`config.mk`:
```
export PLATFORM = sky130hd
export DESIGN_NAME = axi_master_rd
export DESIGN_NICKNAME = d
export VERILOG_FILES = /design/src/rtl/axi_master_rd.sv
export SDC_FILE = /design/constraint.sdc
export NUM_CORES = 1
export LEC_CHECK = 0
export BUFFER_PORTS_ARGS = -buffer_cell sky130_fd_sc_hd__buf_2
export CAP_MARGIN = 20
export CORE_MARGIN = 1
export CORE_UTILIZATION = 30
export DETAILED_ROUTE_END_ITERATION = 12
export PLACE_DENSITY = 0.65
export SYNTH_ARGS = -nofsm -noshare
export SYNTH_HDL_FRONTEND = slang
export SYNTH_SLANG_ARGS = --single-unit
```
`constraint.sdc`:
```
create_clock -name clk -period 2.13 [get_ports clk]
set_clock_uncertainty 0.2 [all_clocks]
set_input_delay 0.1065 -clock clk [delete_from_list [all_inputs] [get_ports clk]]
set_output_delay 0.1065 -clock clk [all_outputs]
set_load 0.01 [all_outputs]
```
`src/rtl/axi_master_rd.sv`:
```
// AXI4 read master: one user request becomes one AR burst, and R beats stream straight through to the user.
// AR is issued 1 cycle after accept; R is combinational pass-through, and user rd_data_ready stalls rready.
module axi_master_rd #(
  parameter int ADDR_WIDTH = 30,
  parameter int DATA_WIDTH = 64,
  parameter int ID_WIDTH   = 4,
  parameter int AXI_ID     = 0
) (
  input  logic                  clk,
  input  logic                  rst,
  input  logic                  rd_start,
  input  logic [ADDR_WIDTH-1:0] rd_addr,
  input  logic [7:0]            rd_len,
  output logic                  rd_req_ready,
  output logic [DATA_WIDTH-1:0] rd_data,
  output logic                  rd_data_valid,
  input  logic                  rd_data_ready,
  output logic                  rd_data_last,
  output logic                  rd_done,
  output logic                  rd_err,
  output logic [ID_WIDTH-1:0]   m_axi_arid,
  output logic [ADDR_WIDTH-1:0] m_axi_araddr,
  output logic [7:0]            m_axi_arlen,
  output logic [2:0]            m_axi_arsize,
  output logic [1:0]            m_axi_arburst,
  output logic                  m_axi_arlock,
  output logic [3:0]            m_axi_arcache,
  output logic [2:0]            m_axi_arprot,
  output logic [3:0]            m_axi_arqos,
  output logic                  m_axi_arvalid,
  input  logic                  m_axi_arready,
  input  logic [DATA_WIDTH-1:0] m_axi_rdata,
  input  logic [1:0]            m_axi_rresp,
  input  logic                  m_axi_rlast,
  input  logic                  m_axi_rvalid,
  output logic                  m_axi_rready
);

  localparam logic [2:0] LP_SIZE = 3'($clog2(DATA_WIDTH / 8));

  typedef enum logic [1:0] {S_IDLE, S_AR, S_R, S_DONE} state_t;

  state_t                r_state;
  state_t                w_state_nxt;
  logic [ADDR_WIDTH-1:0] r_addr;
  logic [7:0]            r_len;
  logic [7:0]            r_cnt;
  logic                  r_err;
  logic                  r_arvalid;
  logic                  w_in_r;
  logic                  w_rhs;
  logic                  w_cnt_last;
  logic                  w_beat_err;

  assign w_in_r     = (r_state == S_R);
  assign w_rhs      = w_in_r & m_axi_rvalid & rd_data_ready;
  assign w_cnt_last = (r_cnt == r_len);
  // RLAST is only checked against our own count; the count alone ends the burst.
  assign w_beat_err = (m_axi_rresp != 2'b00) | (m_axi_rlast != w_cnt_last);

  always_comb begin
    w_state_nxt = r_state;
    case (r_state)
      S_IDLE:  if (rd_start) w_state_nxt = S_AR;
      S_AR:    if (r_arvalid & m_axi_arready) w_state_nxt = S_R;
      S_R:     if (w_rhs & w_cnt_last) w_state_nxt = S_DONE;
      S_DONE:  w_state_nxt = S_IDLE;
      default: w_state_nxt = S_IDLE;
    endcase
  end

  always_ff @(posedge clk or posedge rst) begin
    if (rst) begin
      r_state   <= S_IDLE;
      r_addr    <= '0;
      r_len     <= '0;
      r_cnt     <= '0;
      r_err     <= 1'b0;
      r_arvalid <= 1'b0;
    end else begin
      r_state <= w_state_nxt;
      if ((r_state == S_IDLE) && rd_start) begin
        r_addr    <= rd_addr;
        r_len     <= rd_len;
        r_cnt     <= '0;
        r_err     <= 1'b0;
        r_arvalid <= 1'b1;
      end
      if ((r_state == S_AR) && r_arvalid && m_axi_arready) begin
        r_arvalid <= 1'b0;
      end
      if (w_rhs) begin
        r_cnt <= r_cnt + 8'd1;
        if (w_beat_err) r_err <= 1'b1;
      end
    end
  end

  assign rd_req_ready  = (r_state == S_IDLE);
  assign rd_data       = m_axi_rdata;
  assign rd_data_valid = w_in_r & m_axi_rvalid;
  assign rd_data_last  = rd_data_valid & w_cnt_last;
  assign rd_done       = (r_state == S_DONE);
  assign rd_err        = (r_state == S_DONE) & r_err;

  assign m_axi_arid    = ID_WIDTH'(AXI_ID);
  assign m_axi_araddr  = r_addr;
  assign m_axi_arlen   = r_len;
  assign m_axi_arsize  = LP_SIZE;
  assign m_axi_arburst = 2'b01;
  assign m_axi_arlock  = 1'b0;
  assign m_axi_arcache = 4'b0010;
  assign m_axi_arprot  = 3'b000;
  assign m_axi_arqos   = 4'b0000;
  assign m_axi_arvalid = r_arvalid;
  assign m_axi_rready  = w_in_r & rd_data_ready;

endmodule
```
==> flow_metrics.py, run 1 <==
metrics = {
    "synthesis": {
        "synth_warnings": 0,
        "syn_area_sq_um": 2880,
        "ys.flop_type": "dfrtp_1",
        "synth.distinct_cells": 31,
        "async_reset_ff_frac": 1.00,
        "synth_edf_count": 0,
        "synthCells": 257,
        "ys_seq_area_frac": 0.435,
        "avgSynthCellArea_sq_um": 11.2,
        "ys_ff_latch": 50,
    },
    "setup_path": {
        "worst_ep_arrival_time_ns": 1.72,
        "critPathKind": "register to output port",
        "cp.required_ns": 1.82,
        "crit_fanout": 6,
        "endpoint_kind": "output port",
        "startpoint_type": "register",
    },
    "timing": {
        "tightestPinTransition_ns": 0.513,
        "finalHoldViolations": 0,
        "fmax_ghz": 0.494,
        "setup_tns_ns": 0,
        "post-route-period-util": 0.951,
        "layout_setup_ws_ns": 0.105,
        "final-setup-viol-count": 0,
        "holdWs_ns": 0.0130,
        "final.min_clock_period_ns": 2.02,
        "slew_viol_final": 0,
        "slew_headroom": 0.655,
    },
    "clock_network": {
        "clock_latency_ns": 0.31,
        "cts-buffers-inserted": 5,
        "path_clk_slew_ns": 0.10,
        "cts.repair.resized": 0,
        "clockBufferDepth": 2,
        "cts_sinks": 50,
        "h-tree-depth": 2,
        "cts_tree": "done",
        "clock-root-buffer": "clkbuf_8",
    },
    "die": {
        "dieWidth_microns": 99.9,
        "die_h_microns": 99.9,
        "dieArea_sq_um": 9980,
        "rows": 35,
        "pin_count": 241,
        "core_area_sq_um": 9280,
        "start_util": 0.310,
    },
    "detailed_routing": {
        "via_count": 1981,
        "ant_nets": 0,
        "wl_per_cell_microns": 13.8,
        "drc": 0,
        "drt-pass1-iter-count": 4,
        "drt_wl_total_microns": 6420,
        "first_iter_violations": 68,
        "viasPerCell": 4.25,
    },
    "place": {
        "dp_cells": 411,
        "dpl.hpwl_microns": 4500,
        "place_ws_ns": 0.228,
        "gp_congestion": 0.717,
        "io_buffers": 91,
    },
    "cells_and_area": {
        "drive_above_1_share": 0.445,
        "num_antenna_cells": 0,
        "final_cells": 466,
        "area_growth_pct": 23.0,
        "nets": 452,
        "final_core_util": 0.381,
        "fillers": 946,
    },
    "global_route": {
        "grt_pass1_vias": 1964,
        "grt_use_total": 0.126,
        "grt_first_pass_wirelength_microns": 9740,
        "overflow": 0,
        "grt_antenna_before_repair": 0,
        "grt_max_degree": 28,
    },
    "flow_run": {
        "max-cap-violations": 0,
    },
    "power": {
        "vdd_ir_drop_max_mv": 0.534,
        "power_frac_seq": 0.395,
        "power.density_nw_per_um2": 1190,
        "p_switching_w": 0.00152,
        "p_int_w": 0.00267,
        "combPwrFrac": 0.459,
        "swShare": 0.363,
        "clkPwrFrac": 0.146,
        "power.leakage_nw": 1.72,
    },
    "outcome": {
        "status": "completed",
    },
    "hold_path": {
        "hp-class": "input pin to output port",
    },
}
[layout make-up]
cell class / instances / area [sq um] / share of cell area
Clock inverter: 2 / 16.3 / 0.00460
Timing Repair Buffer: 143 / 993 / 0.281
Multi-Input combinational cell: 133 / 1020 / 0.289
Clock buffer: 6 / 82.6 / 0.0233
Sequential cell: 50 / 1250 / 0.354
Tap cell: 129 / 161 / 0.0456
Inverter: 3 / 11.3 / 0.00318
[stage by stage]
step	power, W	instance area (sq um)
after floorplan	0.00294	2950
after global placement	0.00346	2980
after detailed placement	0.00351	2980
after CTS	0.00420	3510
after global routing	0.00451	3540
final	0.00419	3540
[worst max-delay path, cell delays in order, from the launching register on]
cell	delay (ns)
dfrtp_1	0.46
xor2_1	0.22
nor4_4	0.37
and3_2	0.23
buf_2	0.13
[cells in the mapped netlist (2+ instances only)]
cell	count	area share
nand4_1	2	0.0044
conb_1	2	0.0026
mux2_2	38	0.15
a21oi_1	3	0.0052
o21ai_0	6	0.010
mux2i_1	2	0.0070
and2_1	4	0.0087
o31ai_1	2	0.0052
buf_4	86	0.22
a31oi_1	2	0.0044
nor4b_1	2	0.0061
nand3_1	7	0.012
o211ai_1	2	0.0052
ha_1	5	0.022
xor2_1	8	0.024
nor2_1	4	0.0052
inv_1	3	0.0039
buf_2	4	0.0070
dfrtp_1	50	0.44
nor4_4	2	0.015
nand2_1	13	0.017
[state kept, by name, indices dropped and copies added (netlist names)]
register and flops:
r_cnt 8, r_err 1, m_axi_arlen 8, m_axi_arvalid 1, m_axi_araddr 30, r_state 2
[power groups by stage]
| stage | logic [W] | registers [W] | clock network [W] |
|---|---|---|---|
| 3_5_place_dp | 0.00183 | 0.00168 | 0 |
| 2_1_floorplan | 0.00111 | 0.00183 | 0 |
| 3_3_place_gp | 0.00180 | 0.00165 | 0 |
| 4_1_cts | 0.00191 | 0.00166 | 0.000636 |
| 6_report | 0.00193 | 0.00166 | 0.000613 |
| 5_1_grt | 0.00211 | 0.00173 | 0.000670 |
[kinds of logic (layout without fill, tap and decap cells)]
| logic type | Yosys count | after routing | synth area share |
|---|---|---|---|
| compound gates | 19 | 19 | 0.0418 |
| xor+xnor | 9 | 9 | 0.0274 |
| fa+ha+maj | 5 | 5 | 0.0218 |
| buf+inv | 93 | 154 | 0.235 |
| flops | 50 | 50 | 0.435 |
| mux | 40 | 40 | 0.156 |
| other cells | 2 | 21 | 0.00261 |
| simple gates | 39 | 39 | 0.0801 |
[repair_timing]
item,CTS,global route
hold buffers,44,0
endpoints found under the setup margin,0,1
endpoints found under the hold margin,63,0
buffers inserted,0,3
[per-layer routing]
layer  global-route usage  wire length, microns  vias to the layer above
met5                    0                     0                        -
li1                     -                     -                      916
met1                0.133                  2400                      938
met2                0.231                  3340                      100
met4               0.0566                   177                        0
met3               0.0390                   502                       27
[final timing paths]
| check | cells past startpoint | endpoint | from | slack [ns] |
|---|---|---|---|---|
| hold reg to reg | 1 | m_axi_araddr[9] | m_axi_araddr[9] | 0.31 |
| setup reg to reg | 6 | r_cnt[6] | r_state[0] | 0.19 |
| hold / removal | 0 | rd_data[44] | m_axi_rdata[44] | 0.01 |
| max in group asynchronous | 4 | m_axi_araddr[1] | rst | 1.00 |
| setup / recovery | 4 | rd_data_last | r_cnt[0] | 0.11 |
| min in group asynchronous | 3 | m_axi_araddr[16] | rst | 0.18 |
[placed cells by master, fill, tap and decap left out, drive strengths merged, types with 2 or more instances in the layout]
master       synthesis  routed
mux2i                2       2
a31oi                2       2
nand4                2       2
dfrtp               50      50
and3                 2       2
dlygate4sd3          0      44
inv                  3       4
ha                   5       5
o31ai                2       2
nand3                7       7
mux2                38      38
nand2               13      13
conb                 2      21
o21ai                6       6
buf                 90      99
xor2                 8       8
clkbuf               0       6
and2                 4       4
nor2                 4       4
a21oi                3       3
nor4                 2       2
o211ai               2       2
nor4b                2       2
(Power assumes the default switching activity.)
==> run 2, diff against run 1 <==
--- a/config.mk
+++ b/config.mk
@@ -7,10 +7,12 @@
 export LEC_CHECK = 0
 export BUFFER_PORTS_ARGS = -buffer_cell sky130_fd_sc_hd__buf_2
 export CAP_MARGIN = 20
+export CELL_PAD_IN_SITES_DETAIL_PLACEMENT = 1
+export CELL_PAD_IN_SITES_GLOBAL_PLACEMENT = 2
 export CORE_MARGIN = 1
-export CORE_UTILIZATION = 30
+export CORE_UTILIZATION = 21
 export DETAILED_ROUTE_END_ITERATION = 12
-export PLACE_DENSITY = 0.65
+export PLACE_DENSITY_LB_ADDON = 0.1
 export SYNTH_ARGS = -nofsm -noshare
 export SYNTH_HDL_FRONTEND = slang
 export SYNTH_SLANG_ARGS = --single-unit
==> flow_metrics.py, run 2 (synthesized netlist as in run 1, its figures left out) <==
metrics = {
    "cells_and_area": {
        "final_cell_mix": "buf_2 (91), dfrtp_1 (50), dlygate4sd3_1 (44), mux2_2 (38), conb_1 (21)",
        "final_common_cell": "buf_2",
        "nets": 454,
        "drive_above_1_share": 0.451,
        "num_antenna_cells": 0,
        "largest_reg_flops": 30,
        "area_growth_pct": 27.6,
    },
    "die": {
        "pin_count": 241,
        "core_area_sq_um": 13300,
        "rows": 42,
        "die_h_microns": 119,
        "dieWidth_microns": 119,
        "start_util": 0.216,
        "dieArea_sq_um": 14200,
    },
    "timing": {
        "setup_tns_ns": 0,
        "holdWs_ns": 0.0130,
        "layout_setup_ws_ns": 0.121,
        "finalHoldViolations": 0,
        "rsz0062_at_grt": "no",
        "final.min_clock_period_ns": 2.01,
        "slew_viol_final": 0,
        "post-route-period-util": 0.943,
        "fmax_ghz": 0.498,
        "final-setup-viol-count": 0,
    },
    "detailed_routing": {
        "ant_nets": 0,
        "first_iter_violations": 27,
        "drc": 0,
        "drt_wl_total_microns": 6600,
        "drt-pass1-iter-count": 3,
        "viasPerCell": 3.81,
        "wl_per_cell_microns": 12.8,
        "via_count": 1964,
    },
    "hold_path": {
        "hp-class": "input pin to output port",
    },
    "global_route": {
        "grt_antenna_before_repair": 0,
        "grt_first_pass_wirelength_microns": 10600,
        "grt_max_degree": 36,
        "grt_use_total": 0.0958,
        "overflow": 0,
        "grt_pass1_vias": 2151,
    },
    "power": {
        "vdd_ir_drop_max_mv": 0.533,
        "power.leakage_nw": 1.75,
        "swShare": 0.347,
        "power.density_nw_per_um2": 1230,
        "p_switching_w": 0.00157,
        "fin_total_pwr_w": 0.00452,
        "p_int_w": 0.00295,
        "clkPwrFrac": 0.205,
        "combPwrFrac": 0.429,
        "power_frac_seq": 0.366,
    },
    "place": {
        "dpl.hpwl_microns": 4600,
        "io_buffers": 91,
        "gp_congestion": 0.674,
        "place_ws_ns": 0.101,
    },
    "setup_path": {
        "startpoint_type": "register",
        "crit_fanout": 6,
        "ff2ff_path_depth": 5,
        "critPathKind": "register to output port",
        "worst_ep_arrival_time_ns": 1.70,
        "r2r-end": "m_axi_arvalid",
        "endpoint_kind": "output port",
        "crit_start": "r_cnt[0]",
        "reg2reg_slack_ns": 0.23,
        "cp.required_ns": 1.82,
        "rr_startpoint": "r_state[0]",
        "worstSetupEndpoint": "rd_data_last",
    },
    "clock_network": {
        "cts_tree": "done",
        "h-tree-depth": 2,
        "clock-root-buffer": "clkbuf_16",
        "clockBufferDepth": 2,
        "clock_latency_ns": 0.29,
        "cts_sinks": 50,
        "cts-buffers-inserted": 5,
        "path_clk_slew_ns": 0.07,
    },
    "flow_run": {
        "max-cap-violations": 0,
    },
    "outcome": {
        "status": "completed",
    },
}
==> run 2: critical path, stage by stage, from the launching register on <==
cell	delay, ns
dfrtp_1	0.45
xor2_1	0.22
nor4_4	0.39
and3_2	0.23
buf_2	0.12
==> run 2: area by class of cell <==
cell class                 instances  area, sq um
inverter                           3         11.3
sequential                        50         1250
fill                            1518         9630
multi-input combinational        133         1020
clock inverter                     2         37.5
timing repair buffer             145          996
clock buffer                       6          129
tap                              176          220
==> run 2: worst min-delay path by stage <==
stage	startpoint	to	slack (ns)	cells after the start
floorplan	m_axi_arready	m_axi_arvalid	0.01	1
global placement	rst	m_axi_araddr[22]	-0.08	2
detailed placement	rst	m_axi_araddr[11]	-0.08	2
CTS	m_axi_rdata[11]	rd_data[11]	0.01	0
global route	m_axi_rdata[59]	rd_data[59]	0.01	0
finish	m_axi_rdata[32]	rd_data[32]	0.01	0
==> run 2: per-layer routing <==
layer / vias up / share of wire / track usage / wire, microns
li1: 917 / - / - / -
met1: 961 / 0.42 / 0.108 / 2780
met2: 77 / 0.49 / 0.166 / 3230
met3: 9 / 0.078 / 0.0340 / 515
met4: 0 / 0.012 / 0.0332 / 78
met5: - / 0 / 0 / 0
==> run 2: power groups by stage <==
stage                     clock, W  combinational (W)  sequential [W]
after global placement           0            0.00187         0.00167
after global routing       0.00101            0.00215         0.00173
after CTS                 0.000977            0.00195         0.00167
final                     0.000927            0.00194         0.00165
after detailed placement         0            0.00186         0.00169
after floorplan                  0            0.00111         0.00183
==> run 2: repair_timing <==
item                       CTS  global route
gates resized for setup      0             2
hold endpoints to repair    90             0
setup endpoints to repair    0             4
setup buffers                0             4
hold buffers                44             0
==> run 2: stage by stage <==
stage	cells	instance area, sq um	utilization
floorplan	276	2950	-
global placement	459	3030	0.228
detailed placement	459	3030	0.228
CTS	511	3640	0.273
global route	515	3670	0.276
finish	515	3670	0.276
==> run 3, diff against run 2 <==
--- a/config.mk
+++ b/config.mk
@@ -9,6 +9,7 @@
 export CAP_MARGIN = 20
 export CELL_PAD_IN_SITES_DETAIL_PLACEMENT = 1
 export CELL_PAD_IN_SITES_GLOBAL_PLACEMENT = 2
+export CORE_ASPECT_RATIO = 1.5
 export CORE_MARGIN = 1
 export CORE_UTILIZATION = 21
 export DETAILED_ROUTE_END_ITERATION = 12
==> flow_metrics.py, run 3 (synthesized netlist as in run 1, its figures left out) <==
metrics = {
    "timing": {
        "tightestPinTransition_ns": 0.602,
        "slew_headroom": 0.598,
        "final-setup-viol-count": 0,
        "fmax_ghz": 0.497,
        "final.min_clock_period_ns": 2.01,
        "slew_viol_final": 0,
        "holdWs_ns": 0.0130,
        "rsz0062_at_grt": "no",
        "post-route-period-util": 0.945,
        "finalHoldViolations": 0,
        "setup_tns_ns": 0,
    },
    "setup_path": {
        "cpMaxStageDelayCell": "dfrtp_1",
        "critPathKind": "register to output port",
        "cpPeakStageDelay_ns": 0.43,
        "cp_cell_sequence": "xor2_1, nor4_4, and3_2, buf_2",
        "critical_path.top_delay_family": "simple AND/OR/NAND/NOR gates",
        "crit_fanout": 5,
        "worst_ep_arrival_time_ns": 1.71,
        "path_buf_inv": 1,
        "startpoint_type": "register",
        "cp.required_ns": 1.82,
        "endpoint_kind": "output port",
    },
    "cells_and_area": {
        "final_common_cell": "buf_2",
        "regArea_sq_um": 1250,
        "area_growth_pct": 26.5,
        "largest_reg_flops": 30,
        "multi_input_area_sq_um": 1020,
        "nets": 458,
        "fillers": 1559,
        "drive_above_1_share": 0.455,
        "final_cell_mix": "buf_2 (91), dfrtp_1 (50), dlygate4sd3_1 (44), mux2_2 (38), conb_1 (21)",
        "final_cells": 505,
        "num_antenna_cells": 0,
    },
    "die": {
        "start_util": 0.215,
        "pin_count": 241,
        "rows": 52,
        "dieWidth_microns": 97.5,
        "dieArea_sq_um": 14200,
        "core_area_sq_um": 13400,
        "die_h_microns": 145,
    },
    "detailed_routing": {
        "viasPerCell": 3.99,
        "ant_nets": 0,
        "drc": 0,
        "wl_per_cell_microns": 14.8,
        "drt-pass1-iter-count": 3,
        "drt_wl_total_microns": 7450,
        "via_count": 2015,
        "first_iter_violations": 48,
    },
    "clock_network": {
        "cts-buffers-inserted": 5,
        "cts_sinks": 50,
        "cts_tree": "done",
        "clock-root-buffer": "clkbuf_16",
        "path_clk_slew_ns": 0.07,
        "clock_latency_ns": 0.29,
        "clockBufferDepth": 2,
        "h-tree-depth": 2,
        "cts.repair.resized": 0,
    },
    "power": {
        "power.density_nw_per_um2": 1230,
        "power.leakage_nw": 1.76,
        "vdd_ir_drop_max_mv": 0.421,
    },
    "place": {
        "dpl.hpwl_microns": 5640,
        "gp_congestion": 0.712,
        "io_buffers": 91,
        "dp_cells": 450,
    },
    "global_route": {
        "grt_use_total": 0.108,
        "grt_pass1_vias": 2167,
        "overflow": 0,
        "grt_max_degree": 27,
        "grt_antenna_before_repair": 0,
        "grt_first_pass_wirelength_microns": 11600,
    },
    "hold_path": {
        "hp-class": "input pin to output port",
    },
    "flow_run": {
        "max-cap-violations": 0,
    },
    "outcome": {
        "status": "completed",
    },
}
-- run 3: what timing repair did --
action / CTS / global route
endpoints found under the setup margin: 0 / 1
hold endpoints to repair: 64 / 0
setup buffers: 0 / 3
hold buffers: 44 / 0
-- run 3: final timing paths --
path | to | slack (ns) | cells after the start | startpoint
setup / recovery | rd_data_last | 0.12 | 4 | r_cnt[5]
hold reg to reg | m_axi_araddr[4] | 0.30 | 1 | m_axi_araddr[4]
setup reg to reg | m_axi_arvalid | 0.18 | 6 | r_state[1]
max in group asynchronous | m_axi_araddr[22] | 0.84 | 4 | rst
min in group asynchronous | m_axi_araddr[6] | 0.23 | 3 | rst
hold / removal | rd_data[13] | 0.01 | 0 | m_axi_rdata[13]
-- run 3: final cells by class --
cell class | instances | share of cell area
clock inverters | 2 | 0.00344
inverters | 3 | 0.00309
flip-flops and latches | 50 | 0.344
repair buffers | 149 | 0.275
multi-input cells | 133 | 0.281
well taps | 162 | 0.0557
clock buffers | 6 | 0.0382
-- run 3: power by group --
part           internal [W]  leakage, nW  switching, W
clock              0.000466       0.0729      0.000364
combinational       0.00102         1.08      0.000967
sequential          0.00138        0.606      0.000274
-- run 3: metrics by stage --
| step | worst slack, ns | util | total power [W] | area, sq um |
|---|---|---|---|---|
| final | 0.118 | 0.271 | 0.00448 | 3640 |
| after detailed placement | 0.178 | 0.226 | 0.00362 | 3020 |
| after global placement | 0.169 | 0.226 | 0.00360 | 3020 |
| after CTS | 0.0289 | 0.270 | 0.00458 | 3620 |
| after floorplan | 0.356 | - | 0.00294 | 2950 |
| after global routing | 0.00875 | 0.271 | 0.00483 | 3640 |
-- run 3: routing by layer --
layer | share of wire | routed length (microns) | up-vias | track usage
met4 | 0.053 | 395 | 0 | 0.0809
met5 | 0 | 0 | - | 0
met3 | 0.056 | 417 | 41 | 0.0183
li1 | - | - | 919 | -
met1 | 0.36 | 2700 | 972 | 0.111
met2 | 0.53 | 3940 | 83 | 0.194
